## config.mk

```make
export PLATFORM = sky130hd
export DESIGN_NAME = bus_tx_fifo_flat
export DESIGN_NICKNAME = d
export VERILOG_FILES = /design/src/rtl/bus_tx_fifo_if.sv /design/src/rtl/bus_tx_fifo.sv /design/src/flat_wrapper.sv
export SDC_FILE = /design/constraint.sdc
export NUM_CORES = 1
export LEC_CHECK = 0
export BUFFER_PORTS_ARGS = -buffer_cell sky130_fd_sc_hd__buf_4
export CAP_MARGIN = 20
export CORE_ASPECT_RATIO = 0.5
export CORE_MARGIN = 3
export CORE_UTILIZATION = 60
export CTS_BUF_LIST = sky130_fd_sc_hd__clkbuf_8
export CTS_CLUSTER_DIAMETER = 40
export DETAILED_ROUTE_END_ITERATION = 12
export MAX_ROUTING_LAYER = met4
export PLACE_DENSITY = 0.92
export REMOVE_ABC_BUFFERS = 1
export SLEW_MARGIN = 20
export SYNTH_ARGS = -nofsm -noshare
export SYNTH_HDL_FRONTEND = slang
export SYNTH_SLANG_ARGS = --single-unit
```

## constraint.sdc

```tcl
create_clock -name clk -period 3.4 [get_ports clk]
set_input_delay 0.51 -clock clk [delete_from_list [all_inputs] [get_ports clk]]
set_output_delay 0.51 -clock clk [all_outputs]
set_load 0.1 [all_outputs]
```

## src/rtl/bus_tx_fifo_if.sv

```systemverilog
// bus_tx_fifo_if: device push, bus pop and status signals of one transmit queue
interface bus_tx_fifo_if #(
    parameter int pckg_sz = 16,
    parameter int depth   = 8
);
    logic                    push_in;
    logic [pckg_sz-1:0]      D_in;
    logic                    full;
    logic                    pndng;
    logic                    pop;
    logic [pckg_sz-1:0]      D_pop;
    logic [$clog2(depth):0]  count;
    logic                    ovf;
    logic                    self_err;
    logic [15:0]             tx_cnt;
    logic [15:0]             drop_cnt;
    modport slave (
        input  push_in, D_in, pop,
        output full, pndng, D_pop, count, ovf, self_err, tx_cnt, drop_cnt
    );
    modport master (
        output push_in, D_in, pop,
        input  full, pndng, D_pop, count, ovf, self_err, tx_cnt, drop_cnt
    );
endinterface

```

## src/rtl/bus_tx_fifo.sv

```systemverilog
// bus_tx_fifo: per-device transmit queue feeding one bus port; optional counters under BUS_TX_FIFO_STATS_EN
module bus_tx_fifo #(
    parameter int         pckg_sz = 16,
    parameter int         depth   = 8,
    parameter logic [7:0] ID      = 8'd0
) (
    input logic          clk,
    input logic          reset,
    bus_tx_fifo_if.slave bus
);
    localparam int AW = $clog2(depth);
    localparam int CW = AW + 1;
    logic [pckg_sz-1:0] mem_q [depth];
    logic [AW-1:0]      rd_ptr_q, rd_ptr_d, wr_ptr_q, wr_ptr_d;
    logic [CW-1:0]      count_q, count_d;
    logic               ovf_q, ovf_d, self_err_q, self_err_d;
    logic               self_hit, full_w, do_push, do_pop, full_drop;
    // Classify this cycle's push/pop and compute next pointers, occupancy and flags
    always_comb begin
        self_hit   = bus.push_in && (bus.D_in[pckg_sz-1 -: 8] == ID);
        full_w     = count_q == CW'(depth);
        do_pop     = bus.pop && (count_q != '0);
        do_push    = bus.push_in && !self_hit && (!full_w || bus.pop);
        full_drop  = bus.push_in && !self_hit && full_w && !bus.pop;
        wr_ptr_d   = wr_ptr_q + AW'(do_push);
        rd_ptr_d   = rd_ptr_q + AW'(do_pop);
        count_d    = count_q + CW'(do_push) - CW'(do_pop);
        ovf_d      = ovf_q || full_drop;
        self_err_d = self_hit;
    end
    // Pointer, occupancy and flag registers
    always_ff @(posedge clk or posedge reset) begin
        if (reset) begin
            rd_ptr_q   <= '0;
            wr_ptr_q   <= '0;
            count_q    <= '0;
            ovf_q      <= 1'b0;
            self_err_q <= 1'b0;
        end else begin
            rd_ptr_q   <= rd_ptr_d;
            wr_ptr_q   <= wr_ptr_d;
            count_q    <= count_d;
            ovf_q      <= ovf_d;
            self_err_q <= self_err_d;
        end
    end
    // Storage needs no reset: entries are only visible once counted
    always_ff @(posedge clk) begin
        if (do_push) mem_q[wr_ptr_q] <= bus.D_in;
    end
    assign bus.count    = count_q;
    assign bus.pndng    = count_q != '0;
    assign bus.full     = full_w;
    assign bus.D_pop    = (count_q != '0) ? mem_q[rd_ptr_q] : '0;
    assign bus.ovf      = ovf_q;
    assign bus.self_err = self_err_q;
`ifdef BUS_TX_FIFO_STATS_EN
    logic [15:0] tx_q, tx_d, drop_q, drop_d;
    // Saturating pop and drop counters
    always_comb begin
        tx_d   = (do_pop && tx_q != 16'hFFFF) ? tx_q + 16'd1 : tx_q;
        drop_d = ((self_hit || full_drop) && drop_q != 16'hFFFF) ? drop_q + 16'd1 : drop_q;
    end
    // Counter registers
    always_ff @(posedge clk or posedge reset) begin
        if (reset) begin
            tx_q   <= '0;
            drop_q <= '0;
        end else begin
            tx_q   <= tx_d;
            drop_q <= drop_d;
        end
    end
    assign bus.tx_cnt   = tx_q;
    assign bus.drop_cnt = drop_q;
`else
    assign bus.tx_cnt   = '0;
    assign bus.drop_cnt = '0;
`endif
endmodule

```

## src/flat_wrapper.sv

```systemverilog
// flat-port wrapper written by rule: the top's interface ports become plain ports
module bus_tx_fifo_flat 
#(
    parameter int         pckg_sz = 16,
    parameter int         depth   = 8,
    parameter logic [7:0] ID      = 8'd0
)
  (clk, reset, bus_push_in, bus_D_in, bus_pop, bus_full, bus_pndng, bus_D_pop, bus_count, bus_ovf, bus_self_err, bus_tx_cnt, bus_drop_cnt);
  bus_tx_fifo_if #(.pckg_sz(pckg_sz), .depth(depth)) bus_i ();
  input logic clk;
  input logic reset;
  input wire logic [$bits(bus_i.push_in)-1:0] bus_push_in;
  input wire logic [$bits(bus_i.D_in)-1:0] bus_D_in;
  input wire logic [$bits(bus_i.pop)-1:0] bus_pop;
  output wire logic [$bits(bus_i.full)-1:0] bus_full;
  output wire logic [$bits(bus_i.pndng)-1:0] bus_pndng;
  output wire logic [$bits(bus_i.D_pop)-1:0] bus_D_pop;
  output wire logic [$bits(bus_i.count)-1:0] bus_count;
  output wire logic [$bits(bus_i.ovf)-1:0] bus_ovf;
  output wire logic [$bits(bus_i.self_err)-1:0] bus_self_err;
  output wire logic [$bits(bus_i.tx_cnt)-1:0] bus_tx_cnt;
  output wire logic [$bits(bus_i.drop_cnt)-1:0] bus_drop_cnt;
  assign bus_i.push_in = bus_push_in;
  assign bus_i.D_in = bus_D_in;
  assign bus_i.pop = bus_pop;
  assign bus_full = bus_i.full;
  assign bus_pndng = bus_i.pndng;
  assign bus_D_pop = bus_i.D_pop;
  assign bus_count = bus_i.count;
  assign bus_ovf = bus_i.ovf;
  assign bus_self_err = bus_i.self_err;
  assign bus_tx_cnt = bus_i.tx_cnt;
  assign bus_drop_cnt = bus_i.drop_cnt;
  bus_tx_fifo #(.pckg_sz(pckg_sz), .depth(depth), .ID(ID)) u_core (.clk(clk), .reset(reset), .bus(bus_i));
endmodule
```

After elaboration in Yosys (flattened, before gate mapping)
Memory sizes are Yosys's and may differ from the RTL's.
Index checks and enable logic that the tools add are counted.
- mux-type cells: 3
- add/subtract/negate cells: 4
- equal/unequal tests: 1
- reductions and logical operators: 13
- operators with widths (cell ; count):
    16-bit two-way mux ; 1
    8-bit logical NOT ; 1
    3-bit by 1-bit adder with 3-bit output ; 2
    1-bit logical AND ; 6
    4-bit by 1-bit adder with 4-bit output ; 1
    4-bit equality test, second input constant ; 1
    4-bit nonzero test ; 1
    4-bit by 1-bit subtractor with 4-bit output ; 1
    1-bit logical NOT ; 3
    1-bit logical OR ; 2
    1-bit two-way mux ; 2
- bits of input ports: 20
- memories: 1
- logic and storage cells: 27
- RAM bits: 128
- register bits: 12
- output and inout port bits: 56
- memory list (name ; words ; bits a word ; read ports ; clocked after memory_dff ; wr ports ; RTL line ; text):
    u_core.mem_q ; 8 ; 16 ; 1 ; 0 ; 1 ; bus_tx_fifo.sv:13 ; logic [pckg_sz-1:0] mem_q [depth];

Depth between registers and ports, before layout
- word-level depth: 7
- gate-level depth with buffers: 10
- mapped depth without buffers: 10

Least setup slack after synthesis
Ideal clock, no wire load.
- kind: reg-to-reg
- start point: reg u_core.count_q[2] (netlist: u_core.bus.count[2])
- end point: mem u_core.mem_q[0][0] (enable)
- arrival time: 3.422 ns
- setup slack: -0.458 ns
- data required time: 2.964 ns
- period minus slack after synthesis: 3.858 ns
- cell stages (with the launch flop): 6
- buffers on the path: 0
- library setup time: 0.436 ns
- cell sequence: dfrtp_1 -> inv_1 -> ha_1 -> nor4b_1 -> nor2_1 -> nor4b_1
- longest elaborated chain between the ends: 6
- ends and longest elaborated chain (item ; RTL line ; text):
    from (decl) ; bus_tx_fifo.sv:15 ; logic [CW-1:0] count_q, count_d;
    from (signal assigned) ; bus_tx_fifo.sv:42 ; count_q <= count_d;
    4-bit equality test ; bus_tx_fifo.sv:21 ; full_w = count_q == CW'(depth);
    1-bit logical NOT ; bus_tx_fifo.sv:23 ; do_push = bus.push_in && !self_hit && (!full_w || bus.pop);
    1-bit logical OR ; bus_tx_fifo.sv:23 ;
    1-bit logical AND ; bus_tx_fifo.sv:23 ;
    1-bit two-way mux ; bus_tx_fifo.sv:49 ; if (do_push) mem_q[wr_ptr_q] <= bus.D_in;
    1-bit two-way mux (implied by the code) ; bus_tx_fifo.sv:49 ;
    to (decl) ; bus_tx_fifo.sv:13 ;
Every way passes these cells.

Worst setup path after layout
- start point: reg u_core.rd_ptr_q[0]
- end point: out bus_D_pop[15]
- longest elaborated chain between the ends: 2
- ends and longest elaborated chain (item ; RTL line ; text):
    from (decl) ; bus_tx_fifo.sv:14 ; logic [AW-1:0] rd_ptr_q, rd_ptr_d, wr_ptr_q, wr_ptr_d;
    from (signal assigned) ; bus_tx_fifo.sv:40 ; rd_ptr_q <= rd_ptr_d;
    memory read 8 x 16 bit ; -- ;
    16-bit two-way mux ; bus_tx_fifo.sv:54 ; assign bus.D_pop = (count_q != '0) ? mem_q[rd_ptr_q] : '0;
    to (decl) ; flat_wrapper.sv:17 ; output wire logic [$bits(bus_i.D_pop)-1:0] bus_D_pop;
Every way passes these cells.

==> results.ini <==
[place]
dp_hpwl_um = 7005
io_buffers = 43
gp_congestion = 0.7699

[yosys]
netlist.top_cell.by_area = edfxtp_1
synth_area_leaders = edfxtp_1 66%, mux4_1 6.8%, mux4_2 6.6%
yosysMostFrequentCell = edfxtp_1
seq_area_frac_synth_pct = 71.38
synth_commonest_cells = 128 x edfxtp_1, 32 x buf_4, 17 x mux4_2
synthesis.area_um2 = 5806
yosys_warnings = 0
syn_inst = 285
synth_edf_count = 128
synth-main-ff-cell = edfxtp_1
ys_types = 33
synth_top_area_share_pct = 66.21
syn_area_per_cell_um2 = 20.37
ys_ff_latch = 140
synth-async-reset-ratio_pct = 8.571

[global_route]
grt_use_met1_pct = 28.79
grt_max_degree = 33
top_usage_layer = met2
grt_overflow = 0
grt_pass1_wl_um = 17270
grt_use_total_pct = 22.90
grtUsageMet3_pct = 6.358
grt_pass1_vias = 3038
antenna_found_initial = 0
met2_usage_pct = 36.20

[detailed_routing]
drt_iter0_markers = 227
wl_per_cell_um = 23.63
drt-total-wl_um = 11560
drc_errors = 0
route.antenna.remaining_nets = 0
vias = 2928
via_per_inst = 5.988
first_pass_iters = 5

[clocking]
cts_made_buffers = 17
cts_hold_buffers = 0
cts.path.max_buffers = 2
cts.sinks = 140
cts_tree = done
postCtsSetupRepairBufs = 0
clock_tree.htree_level_count = 4
worstSkewPairLatency_ps = 440
root_buffer = clkbuf_8
cts_resized = 0
clk_pin_slew_ps = 70

[layout]
nNetsFinal = 377
area_delta_synth_final_pct = 14.70
drive_above_1_share_pct = 30.92
num_antenna_cells = 0
utilization_pct = 73.67

[hold_path]
hold_path_class = in2async

[worst_setup_path]
start_kind = flop
critPathMaxFanout = 20
reg2regPathDepth = 6
crit_required_ps = 2890
crit_path_end_kind = primary output
worstSetupPathType = reg2out
crit_arrival_ps = 2430

[floorplan]
rows = 24
core_region_area_um2 = 9039
io_pins = 76
start_util_pct = 64.23
die_h_um = 75.56
die-area_um2 = 10960
fp.dieW_um = 145.1

[sta]
slew_viol_final = 0
timing.hold.ws_ps = 91.43
fin_skew_ps = 9.176
setup_viol = 0
relSlewSlack_pct = 28.47
fin_crit_sh_pct = 86.34
fin_setup_tns_ps = 0
min_period_ps = 2936
rsz0062_at_grt = false
fmax_mhz = 340.7
worstMarginPinSlew_ps = 1069
finalHoldViolCount = 0

[status]
outcome = complete, no violations

[run]
max-cap-violations = 0

==> logic make-up after synthesis <==
family,synth area share [%]
adders and majority gates,2.500
AOI/OAI and AO/OA,3.125
and+or+nand+nor,2.543
buffers and inverters,6.401
DFF,71.38
xor gates and xnor gates,0.6036
muxes,13.38
other,0.06459
==> worst max-delay path, cell delays in order, from the launching register on <==
cell and delay [ps]:
dfrtp_2 670, buf_12 260, mux4_1 570, a22o_1 240
buf_4 230
==> metal layers <==
layer	share of wire [%]	up-vias
li1	-	1219
met1	41	1488
met2	48	197
met3	9.1	24
met4	1.9	0
met5	0	-
==> placed cells by master (no fill, tap or decap), types with 2 or more instances in the layout <==
cell,netlist,routed
or4_1,2,2
conb_1,1,32
nor3_4,0,2
mux4_1,15,15
clkbuf_8,0,17
buf_4,32,52
clkinv_1,0,2
inv_1,11,13
edfxtp_1,128,128
nor2_1,5,5
ha_1,10,10
nor2b_1,2,2
bufinv_16,0,4
xor2_1,3,3
dfrtp_1,12,11
clkinvlp_4,0,3
clkinv_2,0,3
nor4b_2,0,3
mux4_2,17,17
a22o_1,16,16
==> flip-flops by register name, indices dropped and copies added (netlist names) <==
name                 cells
u_core.bus.count         4
u_core.bus.ovf           1
u_core.bus.self_err      1
u_core.mem_q           128
u_core.rd_ptr_q          3
u_core.wr_ptr_q          3
==> path summary, 6_finish.rpt <==
path	from	endpoint	slack [ps]
max	u_core.rd_ptr_q[0]$_DFF_PP0_	bus_D_pop[15]	460
min	reset	u_core.bus.count[0]$_DFF_PP0_	90
max reg2reg	u_core.bus.count[2]$_DFF_PP0_	u_core.mem_q[7][0]$_DFFE_PP_	830
min reg2reg	u_core.rd_ptr_q[2]$_DFF_PP0_	u_core.rd_ptr_q[2]$_DFF_PP0_	500
max in group asynchronous	reset	u_core.rd_ptr_q[0]$_DFF_PP0_	2960
min in group clk	bus_D_in[0]	u_core.mem_q[1][0]$_DFFE_PP_	310
==> cell type report <==
cell class | count | area (um2)
clock buffers | 17 | 234.0
clock inverters | 15 | 181.4
fillers | 475 | 2380
inverters | 11 | 41.29
multi-input cells | 123 | 1484
flip-flops and latches | 140 | 4145
well taps | 130 | 162.7
repair buffers | 53 | 410.4
==> stage by stage <==
| stage | std cells | worst slack (ps) | instance area [um2] |
|---|---|---|---|
| floorplan | 274 | -458.5 | 5592 |
| global placement | 457 | 763.8 | 6228 |
| detailed placement | 457 | 677.3 | 6228 |
| CTS | 489 | 431.6 | 6644 |
| global route | 489 | 329.4 | 6659 |
| finish | 489 | 464.4 | 6659 |
Power is not shown: default switching activity piles up to over one toggle a cycle in this logic, so the estimate is an artifact.
